## config.mk

```make
export PLATFORM = sky130hd
export DESIGN_NAME = fifo_ptr_ctrl
export DESIGN_NICKNAME = d
export VERILOG_FILES = /design/src/rtl/fifo_ptr_ctrl.sv
export SDC_FILE = /design/constraint.sdc
export NUM_CORES = 1
export LEC_CHECK = 0
export CORE_ASPECT_RATIO = 1.5
export CORE_MARGIN = 1.5
export CORE_UTILIZATION = 35
export CTS_CLUSTER_DIAMETER = 150
export DETAILED_ROUTE_END_ITERATION = 6
export HOLD_SLACK_MARGIN = 0.1
export PLACE_DENSITY_LB_ADDON = 0.3
export SLEW_MARGIN = 15
export SYNTH_ARGS = -nofsm -noshare
export SYNTH_HDL_FRONTEND = slang
export SYNTH_SLANG_ARGS = --single-unit
```

## constraint.sdc

```tcl
create_clock -name clk -period 7.8 [get_ports clk]
set_clock_uncertainty 0.2 [all_clocks]
set_input_delay 1.56 -clock clk [delete_from_list [all_inputs] [get_ports clk]]
set_output_delay 1.56 -clock clk [all_outputs]
set_load 0.01 [all_outputs]
```

## src/rtl/fifo_ptr_ctrl.sv

```systemverilog
// Pointer, occupancy and flag controller for a single-clock FIFO.
// Holds binary/Gray pointers, count and status flags; storage lives elsewhere.
module fifo_ptr_ctrl #(
    parameter int DEPTH    = 8,
    parameter int ADDR_W   = 3,
    parameter int AF_LEVEL = 6,
    parameter int AE_LEVEL = 2
) (
    input  logic              clk,
    input  logic              rst,
    input  logic              wr_en,
    input  logic              rd_en,
    output logic [ADDR_W-1:0] wr_addr,
    output logic [ADDR_W-1:0] rd_addr,
    output logic              wr_accept,
    output logic              rd_accept,
    output logic [ADDR_W:0]   wr_ptr_gray,
    output logic [ADDR_W:0]   rd_ptr_gray,
    output logic [ADDR_W:0]   count,
    output logic              full,
    output logic              empty,
    output logic              almost_full,
    output logic              almost_empty,
    output logic              overflow,
    output logic              underflow
);

    localparam int PW = ADDR_W + 1;
    localparam logic [PW-1:0] DEPTH_V = PW'(DEPTH);
    localparam logic [PW-1:0] AF_V    = PW'(AF_LEVEL);
    localparam logic [PW-1:0] AE_V    = PW'(AE_LEVEL);

    typedef enum logic [1:0] {
        S_EMPTY,
        S_PART,
        S_FULL
    } state_t;

    state_t        state;
    state_t        state_nxt;
    logic [PW-1:0] wbin;
    logic [PW-1:0] rbin;
    logic [PW-1:0] wbin_nxt;
    logic [PW-1:0] rbin_nxt;
    logic [PW-1:0] count_nxt;

    assign full    = (state == S_FULL);
    assign empty   = (state == S_EMPTY);
    assign wr_addr = wbin[ADDR_W-1:0];
    assign rd_addr = rbin[ADDR_W-1:0];

    // Nothing is accepted on a reset edge, so the RAM sees no stray strobe.
    assign wr_accept = wr_en & ~full & ~rst;
    assign rd_accept = rd_en & ~empty & ~rst;

    always_comb begin
        wbin_nxt  = wbin + PW'(wr_accept);
        rbin_nxt  = rbin + PW'(rd_accept);
        count_nxt = count + PW'(wr_accept) - PW'(rd_accept);
    end

    always_comb begin
        state_nxt = state;
        unique case (state)
            S_EMPTY: begin
                if (wr_accept && !rd_accept)
                    state_nxt = S_PART;
            end
            S_PART: begin
                if (count_nxt == DEPTH_V)
                    state_nxt = S_FULL;
                else if (count_nxt == '0)
                    state_nxt = S_EMPTY;
            end
            S_FULL: begin
                if (rd_accept && !wr_accept)
                    state_nxt = S_PART;
            end
            default: state_nxt = S_EMPTY;
        endcase
    end

    always_ff @(posedge clk) begin
        if (rst) begin
            state <= S_EMPTY;
        end else begin
            state <= state_nxt;
        end
    end

    // Gray pointers come from the next binary values so they never lag.
    always_ff @(posedge clk) begin
        if (rst) begin
            wbin         <= '0;
            rbin         <= '0;
            wr_ptr_gray  <= '0;
            rd_ptr_gray  <= '0;
            count        <= '0;
            almost_full  <= 1'b0;
            almost_empty <= 1'b1;
            overflow     <= 1'b0;
            underflow    <= 1'b0;
        end else begin
            wbin         <= wbin_nxt;
            rbin         <= rbin_nxt;
            wr_ptr_gray  <= wbin_nxt ^ (wbin_nxt >> 1);
            rd_ptr_gray  <= rbin_nxt ^ (rbin_nxt >> 1);
            count        <= count_nxt;
            almost_full  <= (count_nxt >= AF_V);
            almost_empty <= (count_nxt <= AE_V);
            overflow     <= wr_en & full;
            underflow    <= rd_en & empty;
        end
    end

endmodule

```

==> summary.md, run 1 <==
| Metric | Value |
|---|---|
| Distinct cells, synth | 26 |
| Routed wire length | 1950 µm |
| Chip Height | between 60 and 70 µm |
| CP Capture Type | output pin |
| Register area share after synthesis | about 46% |
| H-tree levels | 1 |
| Slew @ Worst Pin | just under 0.7 ns |
| Hold Crit Start | state[0]$_SDFFE_PP0P_ |
| Die ar. | 0.00332 mm² |
| DRC | 0 |
| Post-synth EDFFs | 0 |
| Setup crit end | rd_accept |
| Rel. slew slack | 54.6% |
| DR vias | between 800 and 900 |
| Outcome | complete, no violations |
| Final Non-Filler Cells | between 150 and 200 |
| Setup crit start kind | primary input |
| Detailed Place HPWL | 1570 µm |
| Post-CTS setup buffer count | 0 |
| Beginning of the critical path | rst |
| TritonCTS Buffers | 3 |
| R2R Path Start | state[1]$_SDFFE_PP0P_ |
| Peak supply drop | about 0.00020 V |
| Worst reg2reg path endpoint | state[0]$_SDFFE_PP0P_ |
| Crit-path max cell delay | approximately 0.76 ns |
| Drt wl/cell | around 11 µm |
| Setup slack after layout | between 2 and 2.5 ns |
| # placed instances | about 180 |
| Post-Place Cell Area | 0.00137 mm² |
| Final period util | approximately two thirds |
| Post-Synthesis Cells | 110 |
| Synth Warn # | 0 |
| Gr ovfl total | 0 |
| Tmin final | 5.31 ns |
| Clock Power Share | 26.3% |
| CP arrival | about 3.6 ns |
| Clock transition at the registers of the reported paths | about 0.08 ns |
| Post-route design area | 0.00144 mm² |
| Setup violators final | 0 |
| Initial DRC count | 20 |
| Critical Path Stages | 5 |
| Initial Util | roughly 36% |
| Final count of pins violating max slew | 0 |
| Crit path max-delay family | buffers and inverters |
| Synthesized flop and latch total | 24 |
| Number of fill cells | about 280 |
| Global Route Usage Sum | about 13% |
| Fmax | 188 MHz |
| Antenna Nets Post-Route | 0 |
| NetSw | approximately 120 µW |
| Hold Slack | between 0.2 and 0.3 ns |
| Pre-antenna DRT Iters | 4 |
| Asr flop ratio synth | 0% |
| Number of antenna diodes | 0 |
| Clk Latency, worst-skew pair | ~0.26 ns |
| # rows | 24 |
| Critical path fanouts, max | 19 |
| CTS tree | yes |
| Worst path slowest cell | clkdlybuf4s50_1 |
| Sw frac | 30.0% |
| Reg power frac | between 30% and 40% |
| Final nets | around 160 |
| Hold Vio Cnt, Final | 0 |
| WS Path Type | in -> out |
| Vias in the first global route | ~770 |
| Num Clock Sinks | 24 |
| Lkg Pwr | between 0.0006 and 0.0007 µW |
| RSZ-0062 raised after global routing | false |
| Cts hold-fix bufs | 0 |
| Post-synthesis net count | 123 |
| Cell with the most instances on the worst path | clkdlybuf4s50_1 |
| Primary FF master, synth | dfxtp_1 |
| Die span in x | 47.5 µm |
| CP Data Required Time | roughly 6 ns |
| Worst path bufs/invs | 3 |
| Max-cap violations | 0 |
| Gpl congestion | 0.774 |
| Initial antenna violation count | 0 |
| Post-CTS resize count | 0 |
| Area delta synth->final | 38.6% |
| Comb pwr share | about 36% |
| Largest net degree at the start of global routing | 20 |
| Ports | 30 |
| Layout cells sized above 1 | ~3.5% |
| Cell Pwr Density | about 280 mW/mm² |
| Pint | between 200 and 300 µW |
| Core Region | ~0.0029 mm² |
| Post-Route Setup TNS | 0 ns |
| R2R setup slack | ~5.2 ns |
| Pre-CTS WS | roughly 2.5 ns |
| CP cell instances | clkdlybuf4s50_1, inv_1, nand2_1, nor2_1, clkdlybuf4s50_1 |
| Port bufs | 29 |
| Clk buf depth | 2 |
| Syn Area/Cell | approximately 9.5 µm² |
| Global-route wire length before repair | between 3000 and 4000 µm |
| FF-to-FF path depth | 10 |
| Avg Vias per Cell | between 4 and 5 |
| HP Class | reg -> reg |
| Clock root buffer master | clkbuf_8 |
| Cell Area, Synth | 0.00104 mm² |
==> final cells by class <==
class                   count  area [µm²]  area share [%]
repair buffers             29         290            20.1
flip-flops and latches     24         480            33.3
clock buffers               3        41.3            2.86
inverters                   9        33.8            2.34
well taps                  39        48.8            3.38
multi-input cells          75         518            35.9
clock inverters             1        30.0            2.08
==> state kept, by name, summed over array words and instances, names as in the netlist <==
name / flops
almost_empty: 1
almost_full: 1
count: 4
overflow: 1
rbin: 3
rd_ptr_gray: 4
state: 2
underflow: 1
wbin: 3
wr_ptr_gray: 4
==> routing by layer <==
layer  GRT usage (%)  routed length [µm]  vias to the layer above
li1                -                   -                      420
met1            13.3                 752                      399
met2            21.5                1060                       22
met3            1.82                  75                        4
met4            9.01                  60                        0
met5               0                   0                        -
==> placed cells by master (no fill, tap or decap), drive strengths merged <==
master	Yosys	final
clkdlybuf4s50	0	29
dfxtp	24	24
nor2	16	16
inv	9	9
ha	8	8
xor2	8	8
nor2b	6	6
xnor2	5	5
a21oi	5	5
nand2	4	4
and3	4	4
nor3	4	4
nand3	3	3
clkbuf	0	3
o31ai	2	2
nand2b	1	1
nand4	1	1
or3	1	1
o31a	1	1
o21ai	1	1
mux2i	1	1
a21boi	1	1
o21a	1	1
and2	1	1
fa	1	1
bufinv	0	1
==> Yosys cell counts (2+ instances only) <==
library cell  count  area [µm²]
dfxtp_1          24         480
nor2_1           16        60.1
inv_1             9        33.8
ha_1              8         100
xor2_1            7        61.3
nor2b_1           6        37.5
a21oi_1           5        25.0
xnor2_1           5        43.8
and3_1            4        25.0
nand2_1           4        15.0
nor3_1            4        20.0
nand3_1           3        15.0
o31ai_1           2        15.0
==> worst register-to-register path, delay by kind of cell, from the launching register on <==
kind / cells / cell delay, ns
simple gates: 3 / 0.48
flops: 1 / 0.42
fa+ha+maj: 3 / 0.96
buf+inv: 2 / 0.12
compound gates: 2 / 0.29
==> kinds of logic after synthesis <==
group | synth area share, %
AND/OR/NAND/NOR | 19.0
buffers and inverters | 4.09
XOR/XNOR | 11.7
flip-flops | 46.2
adder cells (fa/ha/maj) | 11.5
multiplexers | 0.962
AO/OA/AOI/OAI | 6.61
==> power groups by stage <==
stage	logic, µW	clock network, µW	registers [µW]
2_1_floorplan	86.6	0	163
3_3_place_gp	147	0	156
3_5_place_dp	148	0	156
4_1_cts	149	110	154
5_1_grt	166	114	156
6_report	146	107	153
==> stage by stage <==
stage / utilization [%] / total power [µW]
final: 50.0 / 407
after global routing: 50.0 / 436
after global placement: 47.6 / 304
after detailed placement: 47.6 / 305
after floorplan: - / 250
after CTS: 50.0 / 413
==> worst min path at each step <==
stage	cells past startpoint	to	slack, ns
floorplan	1	underflow$_SDFF_PP0_	0.25
global placement	1	underflow$_SDFF_PP0_	0.30
detailed placement	1	underflow$_SDFF_PP0_	0.29
CTS	1	underflow$_SDFF_PP0_	0.30
global route	1	underflow$_SDFF_PP0_	0.34
finish	1	underflow$_SDFF_PP0_	0.30
No activity file was read; power rests on OpenSTA's default activity.
==> run 2, diff against run 1 <==
Clock period 7.8 ns to 4.3 ns, I/O delays scaled along.
==> run 2 against run 1 <==
Against the previous run:
- sequential power is 83% higher
- via count fell by 0.24%
- critical path type unchanged
- die area unchanged
- first-iteration DRC count up 15%
- global-route usage up 1.1 points
- wire length increased by 6.3%
- critical endpoint is now wr_accept
- combinational power grew 86%
- worst setup slack worse by 1.7 ns
- total power is 84% higher
- register-to-register slack lost 3.5 ns
- worst hold slack improved by 0.027 ns
==> summary.md, run 2 (same netlist as run 1, synthesis figures left out) <==
| Metric | Value |
|---|---|
| Clock Power Share | 26.1% (-0.2 points) |
| # rows | 24 (unchanged) |
| Total power | 747 µW (+84%) |
| Core Region | 0.00288 mm² (unchanged) |
| R2R setup slack | 1.70 ns (-3.54 ns) |
| Avg Vias per Cell | 4.66 (-0.79%) |
| NetSw | 230 µW (+89%) |
| CTS tree | yes |
| Post-CTS resize count | 0 (unchanged) |
| CP arrival | 2.43 ns (-1.12 ns) |
| Worst path slowest cell | clkdlybuf4s50_1 |
| HP Class | reg -> reg |
| Cts hold-fix bufs | 0 (unchanged) |
| Area delta synth->final | 39.3% |
| Final period util | between 80% and 90% |
| Worst Hold Path EP | underflow$_SDFF_PP0_ |
| Global Route Usage Sum | 13.8% (+1.1 points) |
| TritonCTS Buffers | 3 (unchanged) |
| Clk buf depth | 2 (unchanged) |
| WS Path Type | in -> out |
| Detailed Place HPWL | 1620 µm (+3.7%) |
| Chip Height | 69.8 µm (unchanged) |
| Post-CTS setup buffer count | 0 (unchanged) |
| Gpl congestion | 0.843 (+8.9%) |
| Worst reg2reg path endpoint | state[1]$_SDFFE_PP0P_ |
| Fmax | ~290 MHz |
| Setup crit start kind | primary input |
| Outcome | complete, no violations |
| Commonest non-fill, non-tap cell in the layout | clkdlybuf4s50_1 |
| Critical path fanouts, max | 7 (-12) |
| Hold Crit Start | state[0]$_SDFFE_PP0P_ |
| Reg power frac | 37.5% (-0.2 points) |
| Crit-path max cell delay | 0.60 ns (-0.16 ns) |
| Vias in the first global route | 849 (+10%) |
| Cell with the most instances on the worst path | clkdlybuf4s50_1 |
| Lkg Pwr | 0.000615 µW (+0.79%) |
| RSZ-0062 raised after global routing | false |
| Sw frac | 30.8% (+0.80 points) |
| Biggest regs | count (4), rd_ptr_gray (4), wr_ptr_gray (4) |
| Comb pwr share | 36.4% (+0.4 points) |
| CP Capture Type | output pin |
| DRC | 0 (unchanged) |
| Die span in x | 47.5 µm (unchanged) |
| Die ar. | 0.00332 mm² (unchanged) |
| Tmin final | 3.49 ns |
| Drt wl/cell | 11.4 µm (+5.7%) |
| Pre-antenna DRT Iters | 2 (-2) |
| Rel. slew slack | 79.6% (+25 points) |
| FF-to-FF path depth | 10 (unchanged) |
| Global-route wire length before repair | 3300 µm (+8.6%) |
| Antenna Nets Post-Route | 0 (unchanged) |
| Initial antenna violation count | 0 (unchanged) |
| Min-Delay Path Depth | 1 (unchanged) |
| Pint | 517 µW (+82%) |
| DR vias | 843 (-0.24%) |
| Port bufs | 29 (unchanged) |
| Final count of pins violating max slew | 0 (unchanged) |
| Largest net degree at the start of global routing | 19 (-5.0%) |
| Most frequent cells in the layout | 29 x clkdlybuf4s50_1, 24 x dfxtp_1, 16 x nor2_1 |
| CP cell instances | clkdlybuf4s50_1, inv_1, nand2_1, nor2_1, clkdlybuf4s50_1 |
| Slew @ Worst Pin | 0.305 ns (-0.373 ns) |
| Setup violators final | 0 (unchanged) |
| Final nets | 156 (+0.65%) |
| Hold Vio Cnt, Final | 0 (unchanged) |
| H-tree levels | 1 (unchanged) |
| Clock root buffer master | clkbuf_8 |
| Initial DRC count | 23 (+15%) |
| R2R Path Start | state[1]$_SDFFE_PP0P_ |
| Max-cap violations | 0 (unchanged) |
| CP Data Required Time | 3.24 ns (-2.80 ns) |
| Setup slack after layout | 0.807 ns (-1.68 ns) |
| Cell Pwr Density | 515 mW/mm² (+83%) |
| Pre-CTS WS | 0.654 ns (-1.81 ns) |
| Routed wire length | 2070 µm (+6.3%) |
| Clock transition at the registers of the reported paths | 0.08 ns (about the same) |
| Layout cells sized above 1 | 4.23% (+0.68 points) |
| Num Clock Sinks | 24 (unchanged) |
| Ports | 30 (unchanged) |
| Post-Route Setup TNS | 0 ns (unchanged) |
| Initial Util | 36.1% (unchanged) |
| Clk Latency, worst-skew pair | 0.26 ns (about the same) |
| Gr ovfl total | 0 (unchanged) |
| Peak supply drop | 0.000366 V (+85%) |
| Number of antenna diodes | 0 (unchanged) |
run 2: worst max-delay path: cells and delay by family:
family / cells / cell delay [ns]
and+or+nand+nor: 2 / 0.37
buffers and inverters: 3 / 1.20
run 2: power by group through the flow:
stage | logic, µW | registers (µW) | clock network, µW
after floorplan | 157 | 296 | 0
after global placement | 268 | 284 | 0
after detailed placement | 270 | 286 | 0
after CTS | 274 | 281 | 199
after global routing | 300 | 285 | 208
final | 272 | 280 | 195
run 2: worst max-delay path by stage:
| stage | start | to |
|---|---|---|
| 4_1_cts | rst | wr_accept |
| 3_5_place_dp | rst | state[1]$_SDFFE_PP0P_ |
| 5_1_grt | rst | state[1]$_SDFFE_PP0P_ |
| 6_report | rst | wr_accept |
| 3_3_place_gp | rst | state[0]$_SDFFE_PP0P_ |
| 2_1_floorplan | rst | state[0]$_SDFFE_PP0P_ |
run 2: area by class of cell:
class                      count  area, µm²
fill                         299       1430
inverter                       9       33.8
sequential                    24        480
multi-input combinational     75        518
timing repair buffer          30        298
tap                           39       48.8
clock inverter                 1       30.0
clock buffer                   3       41.3
run 2: routing by layer:
layer  track usage (%)  up-vias  wire length [µm]
li1                  -      421                 -
met1              13.6      386               802
met2              23.0       27              1090
met3              2.60        9                77
met4              11.1        0                94
met5                 0        -                 0
run 2: per-stage QoR:
stage               utilization, %  cell area, µm²  hold WS [ns]  std cells
floorplan                        -            1040         0.250        110
global placement              47.8            1380         0.291        177
detailed placement            47.8            1380         0.305        177
CTS                           50.3            1450         0.324        181
global route                  50.3            1450         0.357        181
finish                        50.3            1450         0.325        181
==> edit (flow settings as in run 1) <==
`AF_LEVEL`: 6 -> 4.
--- a/src/rtl/fifo_ptr_ctrl.sv
+++ b/src/rtl/fifo_ptr_ctrl.sv
@@ -3,7 +3,7 @@
 module fifo_ptr_ctrl #(
     parameter int DEPTH    = 8,
     parameter int ADDR_W   = 3,
-    parameter int AF_LEVEL = 6,
+    parameter int AF_LEVEL = 4,
     parameter int AE_LEVEL = 2
 ) (
     input  logic              clk,
Function: changed (Yosys sat finds a counterexample within 10 cycles, from zero or initial values and one cycle with rst high).
==> edit against run 1 <==
Sequential share of layout area up 1.7 points; cell area fell by 4.8%; synthesized cell count fell by 8.2%; setup slack got worse by 5.6 ps; area after synthesis is 3.2% lower; fmax down 0.11%; power down 8.9%; sequential cell count stayed put; clock power decreased by 36%; routed wire length shrank 13%; highest routed layer unchanged.
==> edit: results (changes against run 1) <==
Run status
  • Status: finished, final reports clean

Global routing
  • Pin count of the biggest net entering global routing: 26 (+30%)
  • Antenna violations before repair: 0 (unchanged)
  • GRT Total Usage: 12.68% (-0.11 points)
  • First-pass GRT wire length: 3.008 mm (-0.92%)

Min path
  • Hold Path Class: reg2reg

Finish
  • Nets@finish: 146 (-5.8%)
  • Layout cells sized above 1: 4.580% (+1.0 points)
  • Largest registers: count x4, rd_ptr_gray x4, wr_ptr_gray x4
  • Antenna Diode Count: 0 (unchanged)

Detailed routing
  • DR vias: 751 (-11%)
  • DRT Pass-1 Iters: 2 (-2)
  • DR iter-0 viols: 8 (-60%)
  • Detail-routed net length per standard cell: 10.12 um (-6.4%)

Clock tree
  • Reg clk slew, reported paths: roughly 70 ps
  • Max clock buf depth: 2 (unchanged)
  • Clock Latency Late Sink: 260 ps (about the same)
  • H-Tree Depth: 1 (unchanged)
  • CTS buffer count: 3 (unchanged)
  • Post-CTS Setup Inserts: 0 (unchanged)
  • CTS root buffer: clkbuf_8
  • Resize count post-CTS: 0 (unchanged)

Place
  • Post-DP HPWL: 1.319 mm (-16%)
  • Routability cong.: 0.8010 (+3.4%)
  • Post-DP Area: 0.001333 mm^2 (-2.8%)
  • # port buffers: 29 (unchanged)

Synth
  • Unique masters post-synth: 23 (-12%)
  • Largest cells by area after synthesis: dfxtp_1 (48%), ha_1 (9.9%), xor2_1 (6.1%), nor2_1 (6.0%), xnor2_1 (4.3%)
  • FFs w/ async S/R, synth: 0% (unchanged)
  • Seq/Total Area, Yosys: 47.70% (+1.5 points)
  • Synthesized Nets: 114 (-7.3%)
  • Total of warnings raised by yosys: 0 (unchanged)
  • Ys flop type: dfxtp_1
  • Commonest cells post-synth: dfxtp_1 (24), nor2_1 (16), ha_1 (8), inv_1 (7), xor2_1 (7)

Setup path
  • Max incr delay on CP: 830 ps (+70 ps)
  • Slowest-stage cell, CP: clkdlybuf4s50_1
  • Worst Path Required: 6040 ps (about the same)
  • Critical path fanouts, max: 25 (+6)
  • Crit-path leading delay family: buffers and inverters

Pwr
  • Max VDD drop: 0.0001791 V (-9.6%)
  • Leakage: 0.5745 nW (-5.8%)

Run
  • Max-cap violations: 0 (unchanged)

Timing
  • Relative slew slack: 45.26% (-9.4 points)
  • Max-slew violations: 0 (unchanged)
[edit: changes by cell type after synthesis, moves of 2 or more]
cell	run 1	this run
and3_1	4	2
inv_1	9	7
nand2b_1	1	4
o31ai_1	2	0
[edit: per-layer routing]
layer,GRT usage (%),vias up,wire length [um]
li1,-,389,-
met1,13.43,340,686
met2,23.12,18,907
met3,2.865,4,77
met4,5.208,0,27
met5,0,-,0
[edit: worst paths after layout]
check                start   endpoint  slack (ps)  cells past startpoint
hold / removal    state[1]  underflow         320                      1
setup / recovery       rst  rd_accept        2490                      4
setup reg to reg  state[0]   state[1]        4970                     11
hold reg to reg   state[1]  underflow         320                      1
[edit: worst register-to-register path: stages, from the launching register on]
cell      delay, ps
dfxtp_1         400
nor2_1          100
nor2_1          230
ha_1            280
inv_1            60
ha_1            160
inv_1            60
fa_1            410
xor2_2          250
nand4b_1        150
or3_1           350
o32ai_2         100
[edit: cells by family (layout without fill, tap and decap cells)]
kind of cell / after synthesis / in the layout / share of synthesized area (%)
adder cells (fa/ha/maj): 9 / 9 / 11.93
AND/OR/NAND/NOR: 38 / 38 / 18.51
buffers and inverters: 9 / 39 / 3.727
flip-flops: 24 / 24 / 47.70
XOR/XNOR: 13 / 13 / 12.05
AO/OA/AOI/OAI: 8 / 8 / 6.088
[edit: final cells by class]
class	instances	area (um^2)
tap	37	46.29
multi-input combinational	68	489.2
inverter	7	26.28
fill	272	1331
clock buffer	3	41.29
timing repair buffer	29	290.3
sequential	24	480.5
[edit: power by group]
| part | internal, W | switching [W] |
|---|---|---|
| Clock | 0.0000344 | 0.0000341 |
| Sequential | 0.000143 | 0.0000119 |
| Combinational | 0.0000787 | 0.0000687 |
| Total | 0.000256 | 0.000115 |
[edit: through the flow]
step | power, W | cells | worst slack (ps) | utilization, %
after floorplan | 0.0002481 | 101 | 3909 | -
after global placement | 0.0003045 | 165 | 2479 | 49.26
after detailed placement | 0.0003049 | 165 | 2461 | 49.26
after CTS | 0.0003750 | 168 | 2457 | 50.79
after global routing | 0.0003976 | 168 | 2342 | 50.79
final | 0.0003705 | 168 | 2486 | 50.79
